`src/rtl/peripheral_mult_seq_pkg.sv`:
```
// Shared constants for the memory-mapped sequential multiplier:
// register offsets, CTRL/STATUS bit positions and FSM state encoding.
package pkg_periph_mult;

    // Register offsets, indexed by addr[4:2]
    localparam logic [2:0] REG_OPA    = 3'd0;
    localparam logic [2:0] REG_OPB    = 3'd1;
    localparam logic [2:0] REG_CTRL   = 3'd2;
    localparam logic [2:0] REG_STATUS = 3'd3;
    localparam logic [2:0] REG_RES_LO = 3'd4;
    localparam logic [2:0] REG_RES_HI = 3'd5;

    // CTRL bits
    localparam int unsigned CTRL_START  = 0;
    localparam int unsigned CTRL_SIGNED = 1;
    localparam int unsigned CTRL_IE     = 2;

    // STATUS bits
    localparam int unsigned STATUS_BUSY = 0;
    localparam int unsigned STATUS_DONE = 1;
    localparam int unsigned STATUS_ERR  = 2;

    // FSM encoding
    localparam logic [1:0] ST_IDLE = 2'd0;
    localparam logic [1:0] ST_LOAD = 2'd1;
    localparam logic [1:0] ST_RUN  = 2'd2;
    localparam logic [1:0] ST_FIX  = 2'd3;

endpackage

```
`src/rtl/peripheral_mult_seq_core.sv`:
```
// Shift-add multiplier core: IDLE -> LOAD -> RUN (WIDTH cycles) -> FIX.
// Signed mode multiplies magnitudes and negates the product in FIX.
module mult_seq_core
    import pkg_periph_mult::*;
#(
    parameter int unsigned WIDTH = 16
) (
    input  logic                 clk,
    input  logic                 reset,
    input  logic                 start,
    input  logic                 is_signed,
    input  logic [WIDTH-1:0]     a,
    input  logic [WIDTH-1:0]     b,
    output logic                 busy,
    output logic                 done_pulse,
    output logic [2*WIDTH-1:0]   p
);

    localparam int unsigned CW = (WIDTH > 1) ? $clog2(WIDTH) : 1;

    logic [1:0]           state_q, state_d;
    logic [WIDTH-1:0]     a_q, a_d;
    logic [WIDTH-1:0]     b_q, b_d;      // operand B snapshot, then shifting multiplier
    logic                 sgn_q, sgn_d;
    logic                 neg_q, neg_d;
    logic [2*WIDTH-1:0]   mcand_q, mcand_d;
    logic [2*WIDTH-1:0]   acc_q, acc_d;
    logic [CW-1:0]        cnt_q, cnt_d;
    logic [2*WIDTH-1:0]   p_q, p_d;
    logic [WIDTH-1:0]     mag_a, mag_b;

    // Operand magnitudes; -2^(W-1) maps to 2^(W-1), which still fits unsigned
    always_comb begin
        mag_a = (sgn_q && a_q[WIDTH-1]) ? (~a_q + WIDTH'(1)) : a_q;
        mag_b = (sgn_q && b_q[WIDTH-1]) ? (~b_q + WIDTH'(1)) : b_q;
    end

    // Next-state logic for FSM and datapath
    always_comb begin
        state_d = state_q;
        a_d     = a_q;
        b_d     = b_q;
        sgn_d   = sgn_q;
        neg_d   = neg_q;
        mcand_d = mcand_q;
        acc_d   = acc_q;
        cnt_d   = cnt_q;
        p_d     = p_q;
        case (state_q)
            ST_IDLE: begin
                if (start) begin
                    a_d     = a;
                    b_d     = b;
                    sgn_d   = is_signed;
                    state_d = ST_LOAD;
                end
            end
            ST_LOAD: begin
                mcand_d = {{WIDTH{1'b0}}, mag_a};
                b_d     = mag_b;
                neg_d   = sgn_q & (a_q[WIDTH-1] ^ b_q[WIDTH-1]);
                acc_d   = '0;
                cnt_d   = '0;
                state_d = ST_RUN;
            end
            ST_RUN: begin
                if (b_q[0]) begin
                    acc_d = acc_q + mcand_q;
                end
                mcand_d = {mcand_q[2*WIDTH-2:0], 1'b0};
                b_d     = {1'b0, b_q[WIDTH-1:1]};
                if (cnt_q == CW'(WIDTH - 1)) begin
                    state_d = ST_FIX;
                end else begin
                    cnt_d = cnt_q + CW'(1);
                end
            end
            ST_FIX: begin
                p_d     = neg_q ? (~acc_q + (2*WIDTH)'(1)) : acc_q;
                state_d = ST_IDLE;
            end
            default: state_d = ST_IDLE;
        endcase
    end

    // State registers, cleared asynchronously
    always_ff @(posedge clk or negedge reset) begin
        if (!reset) begin
            state_q <= ST_IDLE;
            a_q     <= '0;
            b_q     <= '0;
            sgn_q   <= 1'b0;
            neg_q   <= 1'b0;
            mcand_q <= '0;
            acc_q   <= '0;
            cnt_q   <= '0;
            p_q     <= '0;
        end else begin
            state_q <= state_d;
            a_q     <= a_d;
            b_q     <= b_d;
            sgn_q   <= sgn_d;
            neg_q   <= neg_d;
            mcand_q <= mcand_d;
            acc_q   <= acc_d;
            cnt_q   <= cnt_d;
            p_q     <= p_d;
        end
    end

    assign busy       = (state_q != ST_IDLE);
    assign done_pulse = (state_q == ST_FIX);
    assign p          = p_q;

endmodule

```
`src/rtl/peripheral_mult_seq.sv`:
```
// Memory-mapped sequential multiplier: register file, address decode,
// status flags and level interrupt around mult_seq_core.
module peripheral_mult_seq
    import pkg_periph_mult::*;
#(
    parameter int unsigned WIDTH      = 16,
    parameter bit          IRQ_EN_RST = 1'b0
) (
    input  logic        clk,
    input  logic        reset,
    input  logic [31:0] d_in,
    input  logic        cs,
    input  logic [4:0]  addr,
    input  logic        rd,
    input  logic        wr,
    output logic [31:0] d_out,
    output logic        irq
);

    logic [WIDTH-1:0]   opa_q, opb_q;
    logic               signed_q, ie_q, done_q, err_q;
    logic               pend_signed_q, res_signed_q;
    logic [31:0]        d_out_q;
    logic [31:0]        rdata;
    logic [2:0]         sel;
    logic               wr_en, rd_en, start_req, start_ok, err_set, status_rd;
    logic               done_now, err_now;
    logic               busy, done_pulse;
    logic [2*WIDTH-1:0] p;
    logic [63:0]        p_zext, p_ext;
    logic               unused_ok;

    assign sel       = addr[4:2];
    assign wr_en     = cs & wr;
    assign rd_en     = cs & rd;
    assign start_req = wr_en && (sel == REG_CTRL) && d_in[CTRL_START];
    // A START landing in FIX still sees busy=1, so it is rejected as an error
    assign start_ok  = start_req & ~busy;
    assign err_set   = start_req & busy;
    assign status_rd = rd_en && (sel == REG_STATUS);
    // A read coinciding with a completion reports it and still clears it
    assign done_now  = done_q | done_pulse;
    assign err_now   = err_q | err_set;
    assign unused_ok = ^{d_in, addr[1:0]};

    mult_seq_core #(
        .WIDTH (WIDTH)
    ) u_core (
        .clk        (clk),
        .reset      (reset),
        .start      (start_ok),
        .is_signed  (d_in[CTRL_SIGNED]),
        .a          (opa_q),
        .b          (opb_q),
        .busy       (busy),
        .done_pulse (done_pulse),
        .p          (p)
    );

    // Product extended to 64 bits according to the mode it was computed in
    always_comb begin
        p_zext = 64'(p);
        p_ext  = res_signed_q ? 64'($signed(p)) : p_zext;
    end

    // Read-data mux, sampled from pre-write register values
    always_comb begin
        rdata = '0;
        case (sel)
            REG_OPA:    rdata = 32'(opa_q);
            REG_OPB:    rdata = 32'(opb_q);
            REG_CTRL:   rdata = {29'b0, ie_q, signed_q, 1'b0};
            REG_STATUS: rdata = {29'b0, err_now, done_now, busy};
            REG_RES_LO: rdata = p_zext[31:0];
            REG_RES_HI: rdata = p_ext[63:32];
            default:    rdata = '0;
        endcase
    end

    // Register file, status flags and registered read data
    always_ff @(posedge clk or negedge reset) begin
        if (!reset) begin
            opa_q         <= '0;
            opb_q         <= '0;
            signed_q      <= 1'b0;
            ie_q          <= IRQ_EN_RST;
            done_q        <= 1'b0;
            err_q         <= 1'b0;
            pend_signed_q <= 1'b0;
            res_signed_q  <= 1'b0;
            d_out_q       <= '0;
        end else begin
            if (rd_en) begin
                d_out_q <= rdata;
            end
            if (wr_en) begin
                case (sel)
                    REG_OPA:  opa_q <= d_in[WIDTH-1:0];
                    REG_OPB:  opb_q <= d_in[WIDTH-1:0];
                    REG_CTRL: begin
                        signed_q <= d_in[CTRL_SIGNED];
                        ie_q     <= d_in[CTRL_IE];
                    end
                    default: ;
                endcase
            end
            if (start_ok) begin
                pend_signed_q <= d_in[CTRL_SIGNED];
            end
            if (done_pulse) begin
                res_signed_q <= pend_signed_q;
            end
            done_q <= status_rd ? 1'b0 : done_now;
            err_q  <= status_rd ? 1'b0 : err_now;
        end
    end

    assign d_out = d_out_q;
    assign irq   = done_q & ie_q;

endmodule

```
`config.mk`:
```
export PLATFORM = sky130hd
export DESIGN_NAME = peripheral_mult_seq
export DESIGN_NICKNAME = d
export VERILOG_FILES = /design/src/rtl/peripheral_mult_seq_pkg.sv /design/src/rtl/peripheral_mult_seq_core.sv /design/src/rtl/peripheral_mult_seq.sv
export SDC_FILE = /design/constraint.sdc
export NUM_CORES = 1
export LEC_CHECK = 0
export CORE_MARGIN = 2
export CORE_UTILIZATION = 45
export CTS_CLUSTER_SIZE = 10
export DETAILED_ROUTE_END_ITERATION = 12
export DONT_BUFFER_PORTS = 1
export GPL_ROUTABILITY_DRIVEN = 0
export GPL_TIMING_DRIVEN = 0
export PLACE_DENSITY_LB_ADDON = 0.3
export SYNTH_ARGS = -nofsm -noshare
export SYNTH_HDL_FRONTEND = slang
export SYNTH_SLANG_ARGS = --single-unit
```
`constraint.sdc`:
```
create_clock -name clk -period 3.3 [get_ports clk]
set_clock_uncertainty 0.2 [all_clocks]
set_input_delay 0.165 -clock clk [delete_from_list [all_inputs] [get_ports clk]]
set_output_delay 0.165 -clock clk [all_outputs]
set_load 0.02 [all_outputs]
```
==> flow_summary_export.csv, run 1 <==
group,metric,value,unit
floorplanning,row_count,57,
yosys,synth_fp_nets,1240,
placed_design,io_buffers,0,
floorplanning,initial_core_util,45.9,%
worst_setup_path,worstPathRequired,3.46,ns
power_and_ir_drop,p_leak,5.44,nW
clock_tree,ctsHoldBuffers,27,
global_routing,grt_max_degree,206,
sta,fin_hold_ws,-0.838,ns
yosys,ys_warn_count,0,
hold_path,hp-class,"input port to asynchronous set/reset pin",
global_routing,grt-ovfl-total,0,
floorplanning,die_h,161,um
sta,worst_pin_slew,1.08,ns
cells_and_area,layout.nets,1294,
floorplanning,core_area,24300,um2
clock_tree,cts_buffers,24,
global_routing,grt_pass1_vias,8710,
sta,layout_setup_ws,0.0297,ns
clock_tree,clk_path_buf_depth,3,
clock_tree,numClockSinks,205,
clock_tree,cts_root_buf,"clkbuf_16",
placed_design,preCtsSetupSlack,-0.210,ns
placed_design,dp.cells,1483,
sta,slew_viol_final,0,
yosys,synthCells,1158,
run_status,outcome,"finished with violations",
drt,vias_per_cell,5.85,
worst_setup_path,crit_chain,"or4_4, or3_4, or4_4, or2_4, or3_4, o31ai_4, xor2_1, a21oi_1",
yosys,seq_area_frac_synth,46.0,%
drt,dr.pass1.iters,6,
global_routing,grt.total_usage,22.3,%
sta,clock.fmax,306,MHz
floorplanning,io-pin-count,75,
global_routing,antenna_found_initial,2,
cells_and_area,fin_util,52.1,%
power_and_ir_drop,vdd_drop_max,0.485,mV
clock_tree,cts_max_level,1,
drt,drt_iter0_markers,984,
cells_and_area,fillerInstances,2149,
sta,min_period_over_period,99.1,%
placed_design,hpwlAfterDp,20.8,mm
cells_and_area,drive_gt1_share,10.8,%
sta,timing.final.crit_period,3.27,ns
global_routing,grt_pass1_wl,46.7,mm
run,cap_violations,0,
drt,drc_errors,0,
sta,finalSetupViolations,0,
clock_tree,path_clk_slew,0.06,ns
clock_tree,cts_tree,"yes",
floorplanning,die_area,26100,um2
worst_setup_path,worstSetupEndpointType,"register",
sta,hold_viol,205,
power_and_ir_drop,finalPower,9.78,mW
yosys,synth_cell_type_count,64,
power_and_ir_drop,p_per_area,773,nW/um2
cells_and_area,fin_area,12700,um2
drt,vias,9005,
yosys,syn_area_per_cell,9.64,um2
drt,wirelength,29.1,mm
placed_design,postPlaceCellArea,11600,um2
clock_tree,clock_latency,0.51,ns
yosys,ys.flop_type,"dfrtp_1",
cells_and_area,synthToLayoutAreaGrowth,13.4,%
drt,wl_per_cell,18.9,um
worst_setup_path,max_stage_delay,0.51,ns
sta,relSlewSlack,27.7,%
yosys,synth_edf_count,0,
worst_setup_path,cp_slowest_cell,"or4_4",
run_status,violations,"negative hold slack",
worst_setup_path,cp_max_fo,6,
drt,ant_nets,0,
cells_and_area,finalNonFillerCells,1540,
worst_setup_path,critPathArrivalTime,3.43,ns
yosys,synth-seq-cells,205,
worst_setup_path,cp-start-kind,"register",
yosys,async_reset_ff_share,100,%
yosys,netlist_area,11200,um2
sta,rsz0062_at_grt,"true",
worst_setup_path,critPathKind,"register to register",
floorplanning,dieWidth,161,um
sta,finalSetupTns,0,ns
sequential cells by signal (all words and copies together) (netlist names), 2 cells and up:
signal and count:
d_out 32, u_core.acc_q 32, u_core.mcand_q 32, u_core.p 32
opa_q 16, opb_q 16, u_core.a_q 16, u_core.b_q 16
u_core.cnt_q 4, u_core.state_q 2
path summary, 6_finish.rpt:
path | from | to | slack, ns | cells after the start
min in group clk | d_in[0] | u_core.a_q[4] | 0.01 | 2
max in group asynchronous | reset | d_out[12] | 3.18 | 0
max reg2reg | u_core.acc_q[11] | u_core.p[29] | 0.03 | 8
min reg2reg | res_signed_q | res_signed_q | 0.30 | 1
max | u_core.acc_q[11] | u_core.p[29] | 0.03 | 8
min | reset | u_core.mcand_q[24] | -0.84 | 0
logic make-up (layout without fill, tap and decap cells):
kind of cell	Yosys count	count (layout)	share of synthesized area, %
AO/OA/AOI/OAI	381	381	21.5
AND/OR/NAND/NOR	300	300	12.4
flip-flops	205	205	46.0
buffers and inverters	91	148	3.06
XOR/XNOR	73	73	5.73
multiplexers	68	68	6.83
adder cells (fa/ha/maj)	40	40	4.55
other	0	1	0
layout make-up:
cell class / instances / area, um2 / area share, %
multi-input combinational: 862 / 5840 / 46.1
sequential: 205 / 5130 / 40.6
clock buffer: 29 / 651 / 5.14
tap: 324 / 405 / 3.20
timing repair buffer: 29 / 289 / 2.28
buffer: 70 / 264 / 2.09
inverter: 20 / 75.1 / 0.593
antenna: 1 / 2.50 / 0.0198
report_power, final:
part	switching [mW]	internal [mW]
Sequential	0.706	3.14
Combinational	2.18	1.42
Clock	0.976	1.36
critical path, delay by kind of cell, from the launching register on:
kind | cells | cell delay [ns]
and+or+nand+nor | 5 | 1.95
DFF | 1 | 0.47
AOI/OAI and AO/OA | 2 | 0.28
xor gates and xnor gates | 1 | 0.21
cells in the mapped netlist (10+ instances only):
cell type	count	share of area [%]
xnor2_1	29	2.3
a31oi_1	12	0.67
xor2_1	44	3.5
o21ai_0	123	5.5
a21o_1	22	1.5
or3_1	19	1.1
o31ai_1	10	0.67
a211oi_1	18	1.2
clkbuf_1	66	2.2
nor3_1	14	0.63
o21ai_1	13	0.58
a22o_1	33	2.6
ha_1	39	4.4
inv_1	19	0.64
nor2_1	88	3.0
a222oi_1	10	0.90
nand2_1	115	3.9
dfrtp_1	205	46
mux2_2	65	6.6
a21oi_1	94	4.2
cells in the final DEF (no fill, tap or decap), drive strengths merged, types with 3 or more instances in the layout:
master and instances:
ha 39, clkbuf 94, nand3 9, a21o 22, or4 7, o21bai 6
xnor2 29, nor2b 8, a222oi 10, nor4 4, nand2b 3, a21oi 94
or2 5, nor3 14, o21a 3, dfrtp 205, or3 20, a211oi 18
o211ai 4, o21ai 136, a31oi 12, mux2i 3, o31ai 14, a221oi 4
buf 6, xor2 44, a22o 33, dlygate4sd3 27, and3 7, nand4 8
o41ai 4, nor2 88, inv 19, nor3b 4, mux2 65, nand2 115
a22oi 5
timing repair:
action	in CTS	in global routing
pin swaps	0	8
setup endpoints to repair	16	25
gates resized for setup	8	27
setup buffers	1	0
hold endpoints to repair	246	205
gates cloned	0	0
per-layer routing:
layer,up-vias,global-route usage (%),wire (um)
li1,4310,-,-
met1,4369,31.8,13400
met2,273,35.3,13400
met3,51,3.18,1680
met4,2,6.74,688
met5,-,0,9
Note: power is estimated with default switching activity, not from simulation.
==> run 2: changes to the inputs <==
Settings changed: SYNTH_HIERARCHICAL set to 1.
==> flow_summary_export.csv, run 2 <==
group,metric,value,unit
run_status,outcome,"finished with violations",
run_status,violations,"negative hold slack",
cells_and_area,final_cell_mix,"dfrtp_1 (206), o21ai_0 (129), nand2_1 (123)",
global_routing,antenna_found_initial,1,
yosys,async_reset_ff_share,100,%
clock_tree,cts_max_level,1,
floorplanning,row_count,58,
yosys,seq_area_frac_synth,44.4,%
yosys,synth_area_leaders,"dfrtp_1 (44%), o21ai_0 (5.6%), mux2_2 (5.0%), ha_1 (4.3%), nand2_1 (4.0%)",
power_and_ir_drop,vdd_drop_max,0.457,mV
worst_setup_path,worstPathRequired,3.52,ns
cells_and_area,fillerInstances,2279,
clock_tree,cts_root_buf,"clkbuf_16",
sta,slew_viol_final,0,
clock_tree,numClockSinks,206,
worst_setup_path,r2r.worst_path.cells,8,
sta,clock.fmax,315,MHz
clock_tree,clock_latency,0.51,ns
floorplanning,die_h,165,um
floorplanning,core_area,25300,um2
cells_and_area,layout.nets,1334,
floorplanning,io-pin-count,75,
yosys,ys.flop_type,"dfrtp_1",
global_routing,grt_max_degree,207,
yosys,synthXorXnorAreaFrac,5.13,%
worst_setup_path,r2r_start,"u_core/state_q[0]",
yosys,synth.largest_area_cell,"dfrtp_1",
yosys,synth.top_cells.by_count,"dfrtp_1 (206), o21ai_0 (129), nand2_1 (123)",
clock_tree,path_clk_slew,0.06,ns
global_routing,grt-ovfl-total,0,
yosys,synth_cell_type_count,80,
cells_and_area,regArea,5150,um2
floorplanning,initial_core_util,45.9,%
worst_setup_path,r2r_end,"u_core/b_q[13]",
drt,vias_per_cell,5.94,
worst_setup_path,critPathArrivalTime,3.40,ns
cells_and_area,multiInputGateArea,6070,um2
drt,wl_per_cell,20.0,um
drt,dr_wl_met2,14.0,mm
sta,timing.final.crit_period,3.18,ns
yosys,synth_most_common_cell,"dfrtp_1",
drt,drc_errors,0,
yosys,yosys.area_share.simple,14.8,%
yosys,yosysTopAreaCellShare,44.4,%
cells_and_area,fin_util,51.3,%
yosys,netlist_area,11600,um2
cells_and_area,synthToLayoutAreaGrowth,11.7,%
yosys,synth_top_family_by_area,"compound AO/OA/AOI/OAI gates",
yosys,syn_area_per_cell,9.69,um2
placed_design,io_buffers,0,
global_routing,grt_pass1_vias,9129,
sta,worst_pin_slew,0.810,ns
yosys,synthCells,1197,
drt,wirelength,31.6,mm
drt,dr.max_layer_used,"met4",
worst_setup_path,worstSetupEndpointType,"register",
clock_tree,cts_buffers,24,
drt,drt_iter0_markers,931,
power_and_ir_drop,p_leak,5.80,nW
power_and_ir_drop,p_per_area,719,nW/um2
floorplanning,die_area,27100,um2
global_routing,grt.total_usage,23.4,%
yosys,synthAdderAreaFrac,4.49,%
clock_tree,clk_path_buf_depth,3,
sta,hold_viol,206,
sta,layout_setup_ws,0.125,ns
run,cap_violations,0,
worst_setup_path,cp_max_fo,10,
drt,met3_length,2.52,mm
clock_tree,ctsHoldBuffers,28,
worst_setup_path,critPathKind,"register to register",
clock_tree,cts_tree,"yes",
sta,relSlewSlack,45.8,%
yosys,synth-seq-cells,206,
sta,fin_hold_ws,-0.832,ns
floorplanning,dieWidth,165,um
yosys,synthMuxAreaShare,7.58,%
yosys,synth_fp_nets,1280,
drt,dr.pass1.iters,5,
drt,vias,9422,
sta,finalSetupViolations,0,
yosys,synth_edf_count,0,
yosys,synth_compound_area_share,20.1,%
drt,wl_met1,14.3,mm
drt,ant_nets,0,
placed_design,preCtsSetupSlack,0.0808,ns
worst_setup_path,r2r_slack,0.12,ns
placed_design,hpwlAfterDp,22.9,mm
sta,min_period_over_period,96.2,%
yosys,ys_warn_count,6,
cells_and_area,layout_commonest_cell,"dfrtp_1",
hold_path,hp-class,"input port to asynchronous set/reset pin",
cells_and_area,drive_gt1_share,10.2,%
worst_setup_path,cp-start-kind,"register",
global_routing,grt_pass1_wl,49.7,mm
[run 2: worst max-delay path: stages, from the launching register on]
cell and delay, ns:
dfrtp_1 0.42, inv_1 0.13, ha_1 0.16, clkbuf_1 0.42
inv_1 0.14, nor2_1 0.61, clkbuf_1 0.64, a222oi_1 0.15
o21ai_0 0.21
[run 2: cells by family (layout without fill, tap and decap cells)]
kind of cell / Yosys count / count (layout)
flops: 206 / 206
xor+xnor: 68 / 68
compound gates: 369 / 369
buf+inv: 89 / 146
fa+ha+maj: 41 / 41
mux: 75 / 75
simple gates: 349 / 349
other cells: 0 / 1
[run 2: final cells by class]
class	instances	area share, %
flip-flops and latches	206	39.8
well taps	330	3.19
multi-input cells	902	46.8
repair buffers	28	2.16
diodes	1	0.0193
clock buffers	29	4.95
inverters	22	0.637
plain buffers	67	2.41
[run 2: per-stage QoR]
stage | hold slack, ns | total power [mW] | instances | setup TNS (ns) | instance area, um2
after floorplan | -0.331 | 5.87 | 1197 | 0 | 11600
after global placement | -0.314 | 6.85 | 1527 | 0 | 12000
after detailed placement | -0.314 | 6.92 | 1527 | 0 | 12000
after CTS | -0.854 | 9.29 | 1584 | 0 | 12900
after global routing | -0.858 | 9.88 | 1584 | -0.00358 | 13000
final | -0.832 | 9.31 | 1585 | 0 | 13000
[run 2: report_power, final]
| group | total (mW) | switching, mW | internal, mW |
|---|---|---|---|
| Clock | 2.29 | 0.956 | 1.34 |
| Combinational | 3.28 | 2.15 | 1.14 |
| Sequential | 3.74 | 0.641 | 3.09 |
[run 2: worst max path at each step]
stage,from,end,slack [ns],depth (start not counted)
after floorplan,u_core/acc_q[24],u_core/acc_q[31],0.64,9
after global placement,u_core/acc_q[0],u_core/acc_q[26],0.12,10
after detailed placement,u_core/acc_q[0],u_core/acc_q[22],0.08,10
after CTS,u_core/acc_q[0],u_core/acc_q[22],0.06,10
after global routing,u_core/acc_q[0],u_core/acc_q[10],-0.004,10
final,u_core/state_q[0],u_core/b_q[13],0.12,8
[run 2: layer usage]
layer / track usage [%] / vias to the layer above
met5: 0 / -
met4: 7.63 / 0
met3: 5.73 / 56
met2: 35.9 / 310
met1: 32.5 / 4594
li1: - / 4462
[run 2: repair_timing]
item | CTS | global route
hold endpoints to repair | 265 | 206
buffers inserted | 0 | 0
resized for setup | 0 | 3
setup endpoints to repair | 0 | 6
==> run 3: changes to the inputs <==
Settings changed: CAP_MARGIN set to 15, CORE_MARGIN 2 to not set.
==> flow_summary_export.csv, run 3 (synthesis gave the netlist of run 2 again) <==
group,metric,value,unit
run_status,violations,"negative hold slack",
floorplanning,die_h,163,um
floorplanning,row_count,58,
drt,dr.pass1.iters,7,
cells_and_area,final_cell_mix,"dfrtp_1 (206), o21ai_0 (129), nand2_1 (123)",
clock_tree,numClockSinks,206,
worst_setup_path,r2r_start,"u_core/state_q[0]",
worst_setup_path,crit_chain,"inv_1, ha_1, clkbuf_1, inv_1, nor2_1, clkbuf_1, a222oi_1, o21ai_0",
clock_tree,post-cts-setup-buffers,0,
drt,drt_iter0_markers,1061,
sta,layout_setup_ws,0.0677,ns
floorplanning,io-pin-count,75,
cells_and_area,layout.nets,1343,
global_routing,grt-ovfl-total,0,
worst_setup_path,cp-start-kind,"register",
cells_and_area,synthToLayoutAreaGrowth,12.8,%
worst_setup_path,worstPathRequired,3.55,ns
sta,rsz0062_at_grt,"false",
clock_tree,clk_path_buf_depth,3,
worst_setup_path,critPathKind,"register to register",
sta,timing.final.crit_period,3.23,ns
sta,finalSetupTns,0,ns
global_routing,grt_pass1_vias,9314,
worst_setup_path,cp_top_family,"buffers and inverters",
sta,fin_hold_ws,-0.853,ns
placed_design,dp.cells,1527,
sta,slew_viol_final,0,
floorplanning,dieWidth,163,um
sta,finalSetupViolations,0,
worst_setup_path,max_stage_delay,0.63,ns
drt,ant_nets,0,
run_status,outcome,"finished with violations",
global_routing,antenna_found_initial,0,
cells_and_area,layout_commonest_cell,"dfrtp_1",
placed_design,hpwlAfterDp,23.0,mm
drt,vias,9563,
sta,relSlewSlack,49.6,%
cells_and_area,diodes,0,
placed_design,io_buffers,0,
global_routing,grt_pass1_wl,50.9,mm
run,cap_violations,0,
global_routing,grt_max_degree,207,
worst_setup_path,worstSetupEndpointType,"register",
sta,hold_viol,206,
drt,vias_per_cell,5.99,
drt,drc_errors,0,
cells_and_area,drive_gt1_share,10.6,%
hold_path,hp-class,"input port to asynchronous set/reset pin",
worst_setup_path,path_buf_inv,4,
clock_tree,clock_latency,0.53,ns
sta,worst_pin_slew,0.754,ns
drt,wirelength,32.0,mm
clock_tree,ctsHoldBuffers,36,
worst_setup_path,cp_max_fo,10,
drt,wl_per_cell,20.1,um
floorplanning,die_area,26400,um2
clock_tree,cts_max_level,1,
power_and_ir_drop,p_per_area,727,nW/um2
clock_tree,cts_buffers,25,
global_routing,grt.total_usage,24.4,%
floorplanning,core_area,25300,um2
sta,clock.fmax,309,MHz
power_and_ir_drop,p_leak,5.87,nW
worst_setup_path,crit_start,"u_core/state_q[0]",
worst_setup_path,cp_slowest_cell,"clkbuf_1",
placed_design,preCtsSetupSlack,-0.0126,ns
clock_tree,cts_root_buf,"clkbuf_16",
worst_setup_path,critPathArrivalTime,3.48,ns
clock_tree,cts_tree,"yes",
clock_tree,path_clk_slew,0.06,ns
power_and_ir_drop,finalPower,9.51,mW
power_and_ir_drop,vdd_drop_max,0.499,mV
floorplanning,initial_core_util,45.9,%
cells_and_area,finalNonFillerCells,1596,
sta,min_period_over_period,97.9,%
run 3: changes by cell type in the layout (fill, tap and decap cells not counted), moves of 2 or more:
cell / before / now
clkbuf_8: 0 / 3
clkbuf_1: 54 / 52
dlygate4sd3_1: 28 / 36
clkinv_2: 0 / 2
run 3: timing repair:
item	4_1_cts	5_1_grt
endpoints found under the hold margin	267	206
gates resized for setup	1	2
setup endpoints to repair	1	13
run 3: worst reg2reg max path: stages (launching register included):
cell	delay, ns
dfrtp_1	0.41
inv_1	0.12
ha_1	0.17
clkbuf_1	0.44
inv_1	0.17
nor2_1	0.61
clkbuf_1	0.63
a222oi_1	0.20
o21ai_0	0.20
run 3: metal layers:
layer	track usage, %	wire length, um	vias to the layer above
met5	0	0	-
met4	7.39	848	0
met3	3.69	2530	67
met2	38.6	14600	374
met1	34.4	14100	4627
li1	-	-	4495
run 3: metrics by stage:
step                utilization (%)  instance area [um2]
finish                         51.8                13100
global route                   51.8                13100
CTS                            51.8                13100
detailed placement             47.6                12000
global placement               47.6                12000
floorplan                         -                11600
run 3: area by class of cell:
class	count	area [um2]
fill	2236	12200
multi-input combinational	902	6060
sequential	206	5150
clock buffer	30	674
tap	330	413
timing repair buffer	36	360
buffer	67	312
inverter	22	82.6
clock inverter	3	18.8
run 3: report_power, final:
part           switching [mW]  internal (mW)
clock network            1.02           1.42
logic                    2.17           1.17
registers               0.643           3.09
run 3: path summary, 6_finish.rpt:
kind                                     to  cells after the start  slack (ns)
max in group asynchronous  u_core/acc_q[30]                      0        3.26
min                           u_core/a_q[3]                      0       -0.85
max reg2reg                  u_core/b_q[13]                      8        0.07
min reg2reg                   pend_signed_q                      1        0.28
min in group clk                  d_out[12]                      4        0.07
max                          u_core/b_q[13]                      8        0.07
